<file path="src/rtl/ec_pkg.sv">
// Shared encodings for the accumulator-processor control unit: state codes,
// opcodes and accumulator source selects.
package ec_pkg;

    typedef enum logic [3:0] {
        S0  = 4'b0000,
        S1  = 4'b0001,
        S2  = 4'b0010,
        S3  = 4'b1000,
        S4  = 4'b1001,
        S5  = 4'b1010,
        S6  = 4'b1011,
        S7  = 4'b1100,
        S8  = 4'b1101,
        S9  = 4'b1110,
        S10 = 4'b1111
    } state_e;

    localparam logic [2:0] OP_LOAD  = 3'b000;
    localparam logic [2:0] OP_STORE = 3'b001;
    localparam logic [2:0] OP_ADD   = 3'b010;
    localparam logic [2:0] OP_SUB   = 3'b011;
    localparam logic [2:0] OP_INPUT = 3'b100;
    localparam logic [2:0] OP_JZ    = 3'b101;
    localparam logic [2:0] OP_JPOS  = 3'b110;
    localparam logic [2:0] OP_HALT  = 3'b111;

    localparam logic [1:0] ASEL_ALU = 2'b00;
    localparam logic [1:0] ASEL_IN  = 2'b01;
    localparam logic [1:0] ASEL_MEM = 2'b10;

endpackage

</file>
<file path="src/rtl/edge_rise.sv">
// Rising-edge detector: one register plus an AND gate. RST_VAL=1 suppresses
// an edge for a level already high when reset releases.
module edge_rise #(
    parameter logic RST_VAL = 1'b0
) (
    input  logic clk_i,
    input  logic rst_i,
    input  logic d_i,
    output logic rise_o
);

    logic d_q;

    always_ff @(posedge clk_i) begin
        if (rst_i) d_q <= RST_VAL;
        else       d_q <= d_i;
    end

    assign rise_o = d_i & ~d_q;

endmodule

</file>
<file path="src/rtl/ec_ctrl_fsm.sv">
// Control FSM for the 8-bit accumulator processor: start, fetch, decode and
// one execute state per opcode; INPUT waits for an operator Enter edge.
module ec_ctrl_fsm
    import ec_pkg::*;
(
    input  logic       clock,
    input  logic       reset,
    input  logic [2:0] IR75,
    input  logic       Aeq0,
    input  logic       Apos,
    input  logic       Enter,
    output logic       IRload,
    output logic       JMPmux,
    output logic       PCload,
    output logic       Meminst,
    output logic       MemWr,
    output logic [1:0] Asel,
    output logic       Aload,
    output logic       Sub,
    output logic [3:0] state,
    output logic       Halt
);

    state_e state_q, state_d;
    logic   enter_rise;

    // Resets high so a key held through reset is not seen as a press.
    edge_rise #(.RST_VAL(1'b1)) u_enter (
        .clk_i  (clock),
        .rst_i  (reset),
        .d_i    (Enter),
        .rise_o (enter_rise)
    );

    always_ff @(posedge clock) begin
        if (reset) state_q <= S0;
        else       state_q <= state_d;
    end

    always_comb begin
        state_d = S0;
        case (state_q)
            S0:  state_d = S1;
            S1:  state_d = S2;
            S2:  state_d = state_e'({1'b1, IR75});
            S3, S4, S5, S6, S8, S9: state_d = S1;
            S7:  state_d = enter_rise ? S1 : S7;
            S10: state_d = S10;
            default: state_d = S0;
        endcase
    end

    // Moore control word, except the Mealy PCload in S8/S9 and Aload in S7.
    always_comb begin
        IRload  = 1'b0;
        JMPmux  = 1'b0;
        PCload  = 1'b0;
        Meminst = 1'b0;
        MemWr   = 1'b0;
        Asel    = ASEL_ALU;
        Aload   = 1'b0;
        Sub     = 1'b0;
        case (state_q)
            S1: begin
                IRload = 1'b1;
                PCload = 1'b1;
            end
            S2: Meminst = 1'b1;
            S3: begin
                Asel  = ASEL_MEM;
                Aload = 1'b1;
            end
            S4: begin
                Meminst = 1'b1;
                MemWr   = 1'b1;
            end
            S5: Aload = 1'b1;
            S6: begin
                Aload = 1'b1;
                Sub   = 1'b1;
            end
            S7: begin
                Asel  = ASEL_IN;
                Aload = enter_rise;
            end
            S8: begin
                JMPmux = 1'b1;
                PCload = Aeq0;
            end
            S9: begin
                JMPmux = 1'b1;
                PCload = Apos;
            end
            default: ;
        endcase
    end

    assign state = state_q;
    assign Halt  = (state_q == S10);

endmodule

</file>
<file path="config.mk">
export PLATFORM = sky130hd
export DESIGN_NAME = ec_ctrl_fsm
export DESIGN_NICKNAME = d
export VERILOG_FILES = /design/src/rtl/ec_pkg.sv /design/src/rtl/edge_rise.sv /design/src/rtl/ec_ctrl_fsm.sv
export SDC_FILE = /design/constraint.sdc
export NUM_CORES = 1
export LEC_CHECK = 0
export CORE_AREA = 3 3 40 42
export DETAILED_ROUTE_END_ITERATION = 16
export DIE_AREA = 0 0 43 45
export SLEW_MARGIN = 20
export SYNTH_ARGS = -nofsm -noshare
export SYNTH_HDL_FRONTEND = slang
export SYNTH_SLANG_ARGS = --single-unit
</file>
<file path="constraint.sdc">
create_clock -name clock -period 2.3 [get_ports clock]
set_clock_uncertainty 0.1 [all_clocks]
set_input_delay 0.46 -clock clock [delete_from_list [all_inputs] [get_ports clock]]
set_output_delay 0.46 -clock clock [all_outputs]
set_load 0.005 [all_outputs]
</file>
-- Yosys cells after proc, flatten, opt, wreduce, memory -nomap -nowiden
Index checks and enable logic that the tools add are counted.
- register bits: 5
- input bits: 8
- output and inout port bits: 14
- logic and storage cells: 29
- equality and inequality tests: 10
- multiplexer cells: 10
- bitwise operators: 2
- reduce and logical (&&, ||, !) cells: 5
- operators by type and width (cell ; count):
    $eq A4 B4 Y1 const B ; 8
    $pmux W4 S5 ; 1
    $reduce_or A7 Y1 ; 1
    $mux W1 ; 5
    $eq A4 B1 Y1 const B ; 1
    $eq A4 B2 Y1 const B ; 1
    $logic_not A4 Y1 ; 1
    $mux W4 ; 1
    $pmux W2 S2 ; 1
    $reduce_or A2 Y1 ; 2
    $pmux W1 S3 ; 1
    $reduce_or A3 Y1 ; 1
    $pmux W1 S2 ; 1
    $and A1 B1 Y1 ; 1
    $not A1 Y1 ; 1

-- Longest topological paths before layout
- word-level depth: 4
- mapped depth: 5
- mapped depth without buffers: 4

-- Modules after synthesis
Synthesis repeated with hierarchy kept, for this count alone.
- cells, all modules: 48
- area total of the unflattened synthesis: 342.8 µm²
- modules (own cells, without submodules) (module ; times used ; cells an instance ; area an instance (µm²) ; seq. area each (µm²)):
    ec_ctrl_fsm ; 1 ; 45 ; 310.3 ; 80.1
    edge_rise ; 1 ; 3 ; 32.5 ; 20.0

-- Worst setup path after synthesis
No wires, ideal clock.
- path type: register to output
- start point: register state_q[1], in the netlist state[1]
- end point: output port Meminst
- arrival time: 0.972 ns
- required time: 1.740 ns
- slack: 0.768 ns
- stages on the path, launching flop included: 5
- buffers on the path: 1
- cells stage by stage: dfxtp_1 > buf_6 > nand2b_4 > mux2_4 > nor2_2
- cells in the longest elaborated chain, start to end: 3
- elaborated cells on any way between the ends: 4
- classes of those cells: eq/ne: 2; mux: 1; reduce/logical: 1
- RTL lines (element ; line ; text):
    start, declared ; ec_ctrl_fsm.sv:24 ; state_e state_q, state_d;
    start signal, assigned ; ec_ctrl_fsm.sv:37 ; else state_q <= state_d;
    $eq A4 B4 Y1 / $eq A4 B2 Y1 (equally long branches) ; ec_ctrl_fsm.sv:63 ; case (state_q)
    $reduce_or A2 Y1 (no line) (*) ; n/a ;
    $mux W1 (*) ; ec_ctrl_fsm.sv:63 ;
    end, declared ; ec_ctrl_fsm.sv:15 ; output logic Meminst,
Mark *: on every way between the ends. The rest lies on a longest branch, timed or not.

-- Final worst setup path
- start point: register state_q[0], in the netlist state[0]
- end point: output port Meminst
The elaborated chain is that of the path after synthesis.

==> results.json <==
{
  "status": "finished clean",
  "post-dp-hpwl_um": 744,
  "synth-edff-count": 0,
  "finalHoldViolCount": 0,
  "synth_common_cells": "a21oi_1, nand2_1, dfxtp_1, nor2_1, nor3_1",
  "final_net_count": 86,
  "via_per_inst": 4.53,
  "place.gp.congestion": 0.742,
  "initial_core_util": 0.303,
  "critPathTopFamily": "buffers and inverters",
  "p_per_area_nw_per_um2": 545,
  "grt_pass1_vias": 381,
  "wirelength_um": 922,
  "clk_path_buf_depth": 2,
  "max_freq_mhz": 454,
  "dpl_cell_area_um2": 613,
  "grt_pass1_wl_um": 1560,
  "clkLatencyLatePin_ps": 240,
  "cp.arrival_ps": 1640,
  "post-route-period-util": 0.958,
  "yosysMostFrequentCell": "a21oi_1",
  "vias": 417,
  "path_clk_slew_ps": 40,
  "tightest_slew_ps": 248,
  "die_h_um": 45,
  "min_to": "state[1]",
  "critPathMaxFanout": 10,
  "end_kind": "output pin",
  "max_slew_margin": 0.835,
  "grtUsageTotal": 0.108,
  "syn-num-nets": 60,
  "post_cts_buffers": 0,
  "fin_ws_ps": 95.7,
  "die_area_um2": 1940,
  "drt_pass1_iterations": 2,
  "rsz0062_at_grt": "false",
  "timing.final.max_slew_violations": 0,
  "min_from": "state[0]",
  "fillers": 142,
  "syn_avg_cell_area_um2": 7.48,
  "regToRegSetupSlack_ps": 1070,
  "leakage_nw": 0.254,
  "worstSetupStartpointType": "flop",
  "hold_depth": 2,
  "worst_r2r_endpoint": "state[3]",
  "final_util": 0.500,
  "cp.required_ps": 1740,
  "crit_type": "reg2out",
  "synth-async-reset-ratio": 0,
  "final_antenna_net_count": 0,
  "drive_above_1_share": 0.221,
  "totalNegativeSetupSlack_ps": 0,
  "wl_per_cell_um": 10.0,
  "cts.sinks": 5,
  "vdd_drop_max_uv": 326,
  "cts_root_buffer": "clkbuf_4",
  "setup_viol": 0,
  "drc": 0,
  "syn-cell-area_um2": 389,
  "numCtsBuffers": 3,
  "synth.top_cell.area_share": 0.257,
  "fp.coreArea_um2": 1280,
  "crit_path_cell_trace": "nand2b_4 > mux2_4 > nor2_2 > clkdlybuf4s50_1",
  "stdcell_count": 92,
  "boundaryPins": 22,
  "drt-initial-drc-count": 3,
  "fin_area_um2": 642,
  "htreeDepth": 1,
  "yosysTopAreaCell": "dfxtp_1",
  "die_x_um": 43,
  "synthTopCellsByArea": "dfxtp_1, a21oi_1, nand2b_4, buf_6, nand2_1",
  "grt_overflow": 0,
  "ys_types": 22,
  "port_buffers": 21,
  "reg2reg_depth": 4,
  "area_delta_synth_final_pct": 65.0,
  "p_total_mw": 0.350,
  "min_period_ps": 2200,
  "slowest_delay_ps": 500,
  "ys_ff_latch": 5,
  "dp_slack_ps": -63.2,
  "ys.flop_type": "dfxtp_1",
  "antenna_found_initial": 0,
  "cpMaxStageDelayCell": "clkdlybuf4s50_1",
  "rr_startpoint": "state[1]",
  "syn-instance-count": 52,
  "grt_max_degree": 11,
  "antennaDiodeCount": 0,
  "ys_warn_count": 0,
  "critPathBufInv": 1,
  "cts_tree": "built",
  "maxCapViolations": 0,
  "place_inst": 88,
  "whs_ps": 490,
  "synth-seq-area-share": 0.257,
  "num_rows": 13,
  "hold_path.class": "reg2reg"
}
-- layout make-up --
class | count | area, µm² | area share
clock buffers | 4 | 26.3 | 0.0409
inverters | 3 | 11.3 | 0.0175
multi-input cells | 40 | 243 | 0.378
flip-flops and latches | 5 | 104 | 0.162
well taps | 15 | 18.8 | 0.0292
repair buffers | 25 | 239 | 0.372
-- cell usage in the layout, fill, tap and decap left out --
cell and n:
clkbuf_4 3, clkbuf_1 1, nor3_1 4, inv_1 3
a21o_1 1, nand2b_1 2, and3_1 2, mux2_4 1
dlygate4sd2_1 1, a211oi_1 1, o21ai_0 1, buf_4 4
or2_2 1, o21ai_1 1, nor2_1 5, nor2_2 2
o22ai_1 1, a21oi_1 7, o21bai_1 1, nand2b_4 2
nand2_1 6, nand3_1 1, dfxtp_1 2, nor3_4 1
dfxtp_2 3, clkdlybuf4s50_1 20
-- report_power, final --
part | switching (mW) | total (mW) | internal, mW
combinational | 0.0500 | 0.131 | 0.0813
sequential | 0.0195 | 0.116 | 0.0970
clock | 0.0367 | 0.102 | 0.0656
-- layer usage --
layer / up-vias / routed length [µm] / track usage
met5: - / 0 / 0
met4: 0 / 15 / 0.0904
met3: 2 / 74 / 0.0120
met2: 18 / 413 / 0.165
met1: 172 / 418 / 0.136
li1: 225 / - / -
-- cell families (layout without fill, tap and decap cells) --
logic type / after synthesis / after routing / share of synthesized area
AO/OA/AOI/OAI: 13 / 13 / 0.190
buffers and inverters: 7 / 32 / 0.119
flip-flops: 5 / 5 / 0.257
multiplexers: 1 / 1 / 0.0386
AND/OR/NAND/NOR: 26 / 26 / 0.396
-- worst max path at each step --
stage,to,start,depth (start not counted),slack [ps]
after CTS,PCload,state[3],5,30
after global placement,Aload,Enter,5,-50
after detailed placement,Aload,Enter,5,-60
final,Meminst,state[0],4,100
after global routing,Sub,state[1],4,9
after floorplan,Meminst,state[1],4,770
-- worst reg2reg max path, cell delays in order, from the launching register on --
cell and delay (ps):
dfxtp_1 450, buf_4 200, nand2_1 90, a21o_1 190
a21oi_1 130
-- sequential cells by signal (all words and copies together) (netlist names) --
signal       count
u_enter.d_q      1
state            4
-- timing repair --
| item | 4_1_cts | 5_1_grt |
|---|---|---|
| setup endpoints to repair | 2 | 1 |
| endpoints found under the hold margin | 0 | 0 |
| hold buffers | 0 | 0 |
| gates resized for setup | 3 | 2 |
Power figures use the tool's default switching activity.
==> patch 1 (same flow settings) <==
Make the reset (`reset` and `rst_i`) asynchronous in 2 clocked blocks.
--- a/src/rtl/edge_rise.sv
+++ b/src/rtl/edge_rise.sv
@@ -12,5 +12,5 @@
     logic d_q;
 
-    always_ff @(posedge clk_i) begin
+    always_ff @(posedge clk_i or posedge rst_i) begin
         if (rst_i) d_q <= RST_VAL;
         else       d_q <= d_i;
--- a/src/rtl/ec_ctrl_fsm.sv
+++ b/src/rtl/ec_ctrl_fsm.sv
@@ -33,5 +33,5 @@
     );
 
-    always_ff @(posedge clock) begin
+    always_ff @(posedge clock or posedge reset) begin
         if (reset) state_q <= S0;
         else       state_q <= state_d;
Function: differs if reset is asserted again (counterexample within 4 cycles, from zero or initial values and one cycle with reset high); with reset held inactive, the same outputs for 10 cycles.
==> patch 1 against the original RTL <==
- synthesized cell count fell by 7.7%
- cell area fell by 0.58%
- highest routed layer unchanged
- sequential cell count is the same
- worst setup slack worse by 4.2 ps
- area after synthesis shrank 3.9%
- routed wire length is 5.9% lower
- die area is the same
Power is not compared: it rests on default switching activity, and its combinational part moved more than twofold at a synthesized area within 25%.
==> patch 1: results (changes against the original RTL) <==
status=completed (unchanged); Syn Area/Cell=7.79 um^2 (was 7.48 um^2); Max-slew headroom=79.9% (was 83.5%); gr usage total=9.96% (was 10.8%); vias=398 (was 417); routability cong.=0.667 (was 0.742); Compound-Gate Fraction of Synth Area=14.7% (was 19.0%); Post-Place Cells=83 (was 88); Crit Path Max Fanout=7 (was 10); layout cell share with drive strength beyond 1=19.4% (was 22.1%); DP HPWL=662 um (was 744 um); largest net degree at the start of global routing=16 (was 11); worst hold-check path type=input pin to asynchronous set/reset pin (was register to register); placed cell area=603 um^2 (was 613 um^2); met3 usage=4.38% (was 1.20%); asr flop ratio synth=100% (was 0%); # nets final=81 (was 86); Seq/Total Area, Yosys=33.8% (was 25.7%); multiplexer share of the synthesized area=2.68% (was 3.86%); Met1 Wirelength=373 um (was 418 um); vias in the first global route=324 (was 381); first-pass GRT wire length=1330 um (was 1560 um); met2 wire len=373 um (was 413 um); Setup Slack @ Placement=-66.2 ps (was -63.2 ps); length of the first detailed-routing pass in iterations=3 (was 2); GR Util met2=14.7% (was 16.5%); Initial DRC Count=2 (was 3); met1 Usage GRT=10.0% (was 13.6%); drt total wl=868 um (was 922 um); synthesized net count=56 (was 60)
[patch 1: cell type report]
class	count	area [um^2]	share of cell area (%)
Sequential cell	5	130	20.4
Clock buffer	4	26.3	4.12
Timing Repair Buffer	24	230	36.1
Inverter	5	18.8	2.94
Tap cell	15	18.8	2.94
Multi-Input combinational cell	34	214	33.5
[patch 1: final timing paths]
| check | from | to | slack, ps | depth (start not counted) |
|---|---|---|---|---|
| worst max-delay path | state[1] | Asel[0] | 90 | 3 |
| worst min-delay path | reset | state[1] | 310 | 2 |
| worst max register to register | state[0] | state[2] | 980 | 4 |
| worst min register to register | state[2] | state[0] | 530 | 1 |
| max in group asynchronous | reset | u_enter.d_q | 1560 | 2 |
| min in group clock | state[2] | state[0] | 530 | 1 |
[patch 1: power by group through the flow]
stage	registers [mW]	logic, mW	clock network, mW
after global routing	0.0899	0.0197	0.114
after floorplan	0.0912	0.00428	0
after global placement	0.0912	0.0183	0
after detailed placement	0.0912	0.0183	0
final	0.0900	0.0181	0.0985
after CTS	0.0900	0.0184	0.103
==> patch 2 (config.mk and constraints unchanged) <==
Made on the original files. Register the inputs `IR75`, `Aeq0`, `Apos` and `Enter` before use, without a reset. The logic sees them one clock later.
--- a/src/rtl/ec_ctrl_fsm.sv
+++ b/src/rtl/ec_ctrl_fsm.sv
@@ -22,4 +22,16 @@
 );
 
+    logic [2:0] IR75_q;
+    logic Aeq0_q;
+    logic Apos_q;
+    logic Enter_q;
+
+    always_ff @(posedge clock) begin
+        IR75_q  <= IR75;
+        Aeq0_q  <= Aeq0;
+        Apos_q  <= Apos;
+        Enter_q <= Enter;
+    end
+
     state_e state_q, state_d;
     logic   enter_rise;
@@ -29,5 +41,5 @@
         .clk_i  (clock),
         .rst_i  (reset),
-        .d_i    (Enter),
+        .d_i    (Enter_q),
         .rise_o (enter_rise)
     );
@@ -43,5 +55,5 @@
             S0:  state_d = S1;
             S1:  state_d = S2;
-            S2:  state_d = state_e'({1'b1, IR75});
+            S2:  state_d = state_e'({1'b1, IR75_q});
             S3, S4, S5, S6, S8, S9: state_d = S1;
             S7:  state_d = enter_rise ? S1 : S7;
@@ -86,9 +98,9 @@
             S8: begin
                 JMPmux = 1'b1;
-                PCload = Aeq0;
+                PCload = Aeq0_q;
             end
             S9: begin
                 JMPmux = 1'b1;
-                PCload = Apos;
+                PCload = Apos_q;
             end
             default: ;
Check against the original RTL: not equivalent (a bounded check fails within 4 cycles, from zero or initial values and one cycle with reset high).
==> patch 2 against the original RTL <==
- utilization increased by 11 points
- synthesized cell count increased by 12%
- worst setup slack improved by 80 ps
- area after synthesis increased by 31%
- cell area increased by 21%
- total power increased by 43%
- sequential cell count increased by 6
- worst hold slack got worse by 160 ps
- first-iteration DRC count decreased by 67%
- register-to-register slack improved by 50 ps
- combinational power increased by 8%
- routed wire length increased by 16%
- critical endpoint is now Asel[1]
==> patch 2: results (changes against the original RTL) <==
Crit Path Max Fanout=8 (was 10); Setup Slack @ Placement=172 ps (was -63.2 ps); largest net degree at the start of global routing=13 (was 11); Fillers=129 (was 142); Post-Place Cells=92 (was 88); Max Clk Rate=0.471 GHz (was 0.454 GHz); final-layout clock-cell area share=3.37% (was 4.09%); CP endpoint=Asel[1] (was Meminst); #MultiIn Comb=40 (unchanged); Initial DRC Count=1 (was 3); WL/cell=10.9 um (was 10.0 um); WHS=333 ps (was 490 ps); first-pass GRT wire length=1750 um (was 1560 um); hold_sp=IR75_q[2] (was state[0]); Reg2Reg Setup Slack=1120 ps (was 1070 ps); vias in the first global route=422 (was 381); vias=451 (was 417); synthesized net count=66 (was 60); Max IR drop VDD=305 uV (was 326 uV); Leakage=0.319 nW (was 0.254 nW); status=completed (unchanged); placed cell area=718 um^2 (was 613 um^2); PwrDens=640 nW/um^2 (was 545 nW/um^2); asr flop ratio synth=0% (unchanged); buffering overhead=31.1% (was 37.2%); DP HPWL=827 um (was 744 um); layout cell share with drive strength beyond 1=24.1% (was 22.1%); Syn Area/Cell=8.78 um^2 (was 7.48 um^2); Worst path max stage delay=530 ps (was 500 ps); clock sinks=11 (was 5); Post-synth top cells=dfxtp_1 (11), a21oi_1 (8), nand2_1 (7) (was a21oi_1 (7), nand2_1 (6), dfxtp_1 (5), nor2_1 (5), nor3_1 (4)); top post-synthesis cells by area=dfxtp_1 (43%), a21oi_1 (7.9%), nand2b_4 (5.4%) (was dfxtp_1 (26%), a21oi_1 (9.0%), nand2b_4 (7.1%)); Slew @ Worst Pin=235 ps (was 248 ps); Multi-input gate area=245 um^2 (was 243 um^2); number of distinct library cells after synthesis=20 (was 22); Setup crit start=state[3] (was state[0]); CTS clk-pin slew, worst paths=60 ps (was 40 ps); Seq/Total Area, Yosys=43.2% (was 25.7%); length of the first detailed-routing pass in iterations=3 (was 2); routability cong.=0.744 (was 0.742); gr usage total=12.0% (was 10.8%); reg2reg end=state[1] (was state[3])
[patch 2: metal layers]
| metal | global-route usage, % | wire [um] | vias up |
|---|---|---|---|
| met5 | 0 | 0 | - |
| met2 | 19.8 | 496 | 16 |
| met3 | 2.39 | 53 | 2 |
| met1 | 14.4 | 506 | 191 |
| met4 | 7.23 | 8 | 0 |
| li1 | - | - | 242 |
[patch 2: worst max-delay path, delay by kind of cell (launching register included)]
family | cells | cell delay, ps
buffers and inverters | 2 | 690
DFF | 1 | 390
and+or+nand+nor | 2 | 230
[patch 2: power breakdown]
part / internal (mW) / switching, mW / leakage (nW)
Sequential: 0.208 / 0.0271 / 0.0946
Clock: 0.0668 / 0.0546 / 0.0150
Combinational: 0.0906 / 0.0519 / 0.210
Total: 0.365 / 0.134 / 0.319
[patch 2: logic make-up after synthesis]
kind of cell	count (synthesis)	synth area share [%]
compound gates	14	15.5
simple gates	25	29.2
flops	11	43.2
buf+inv	7	9.09
mux	1	2.95
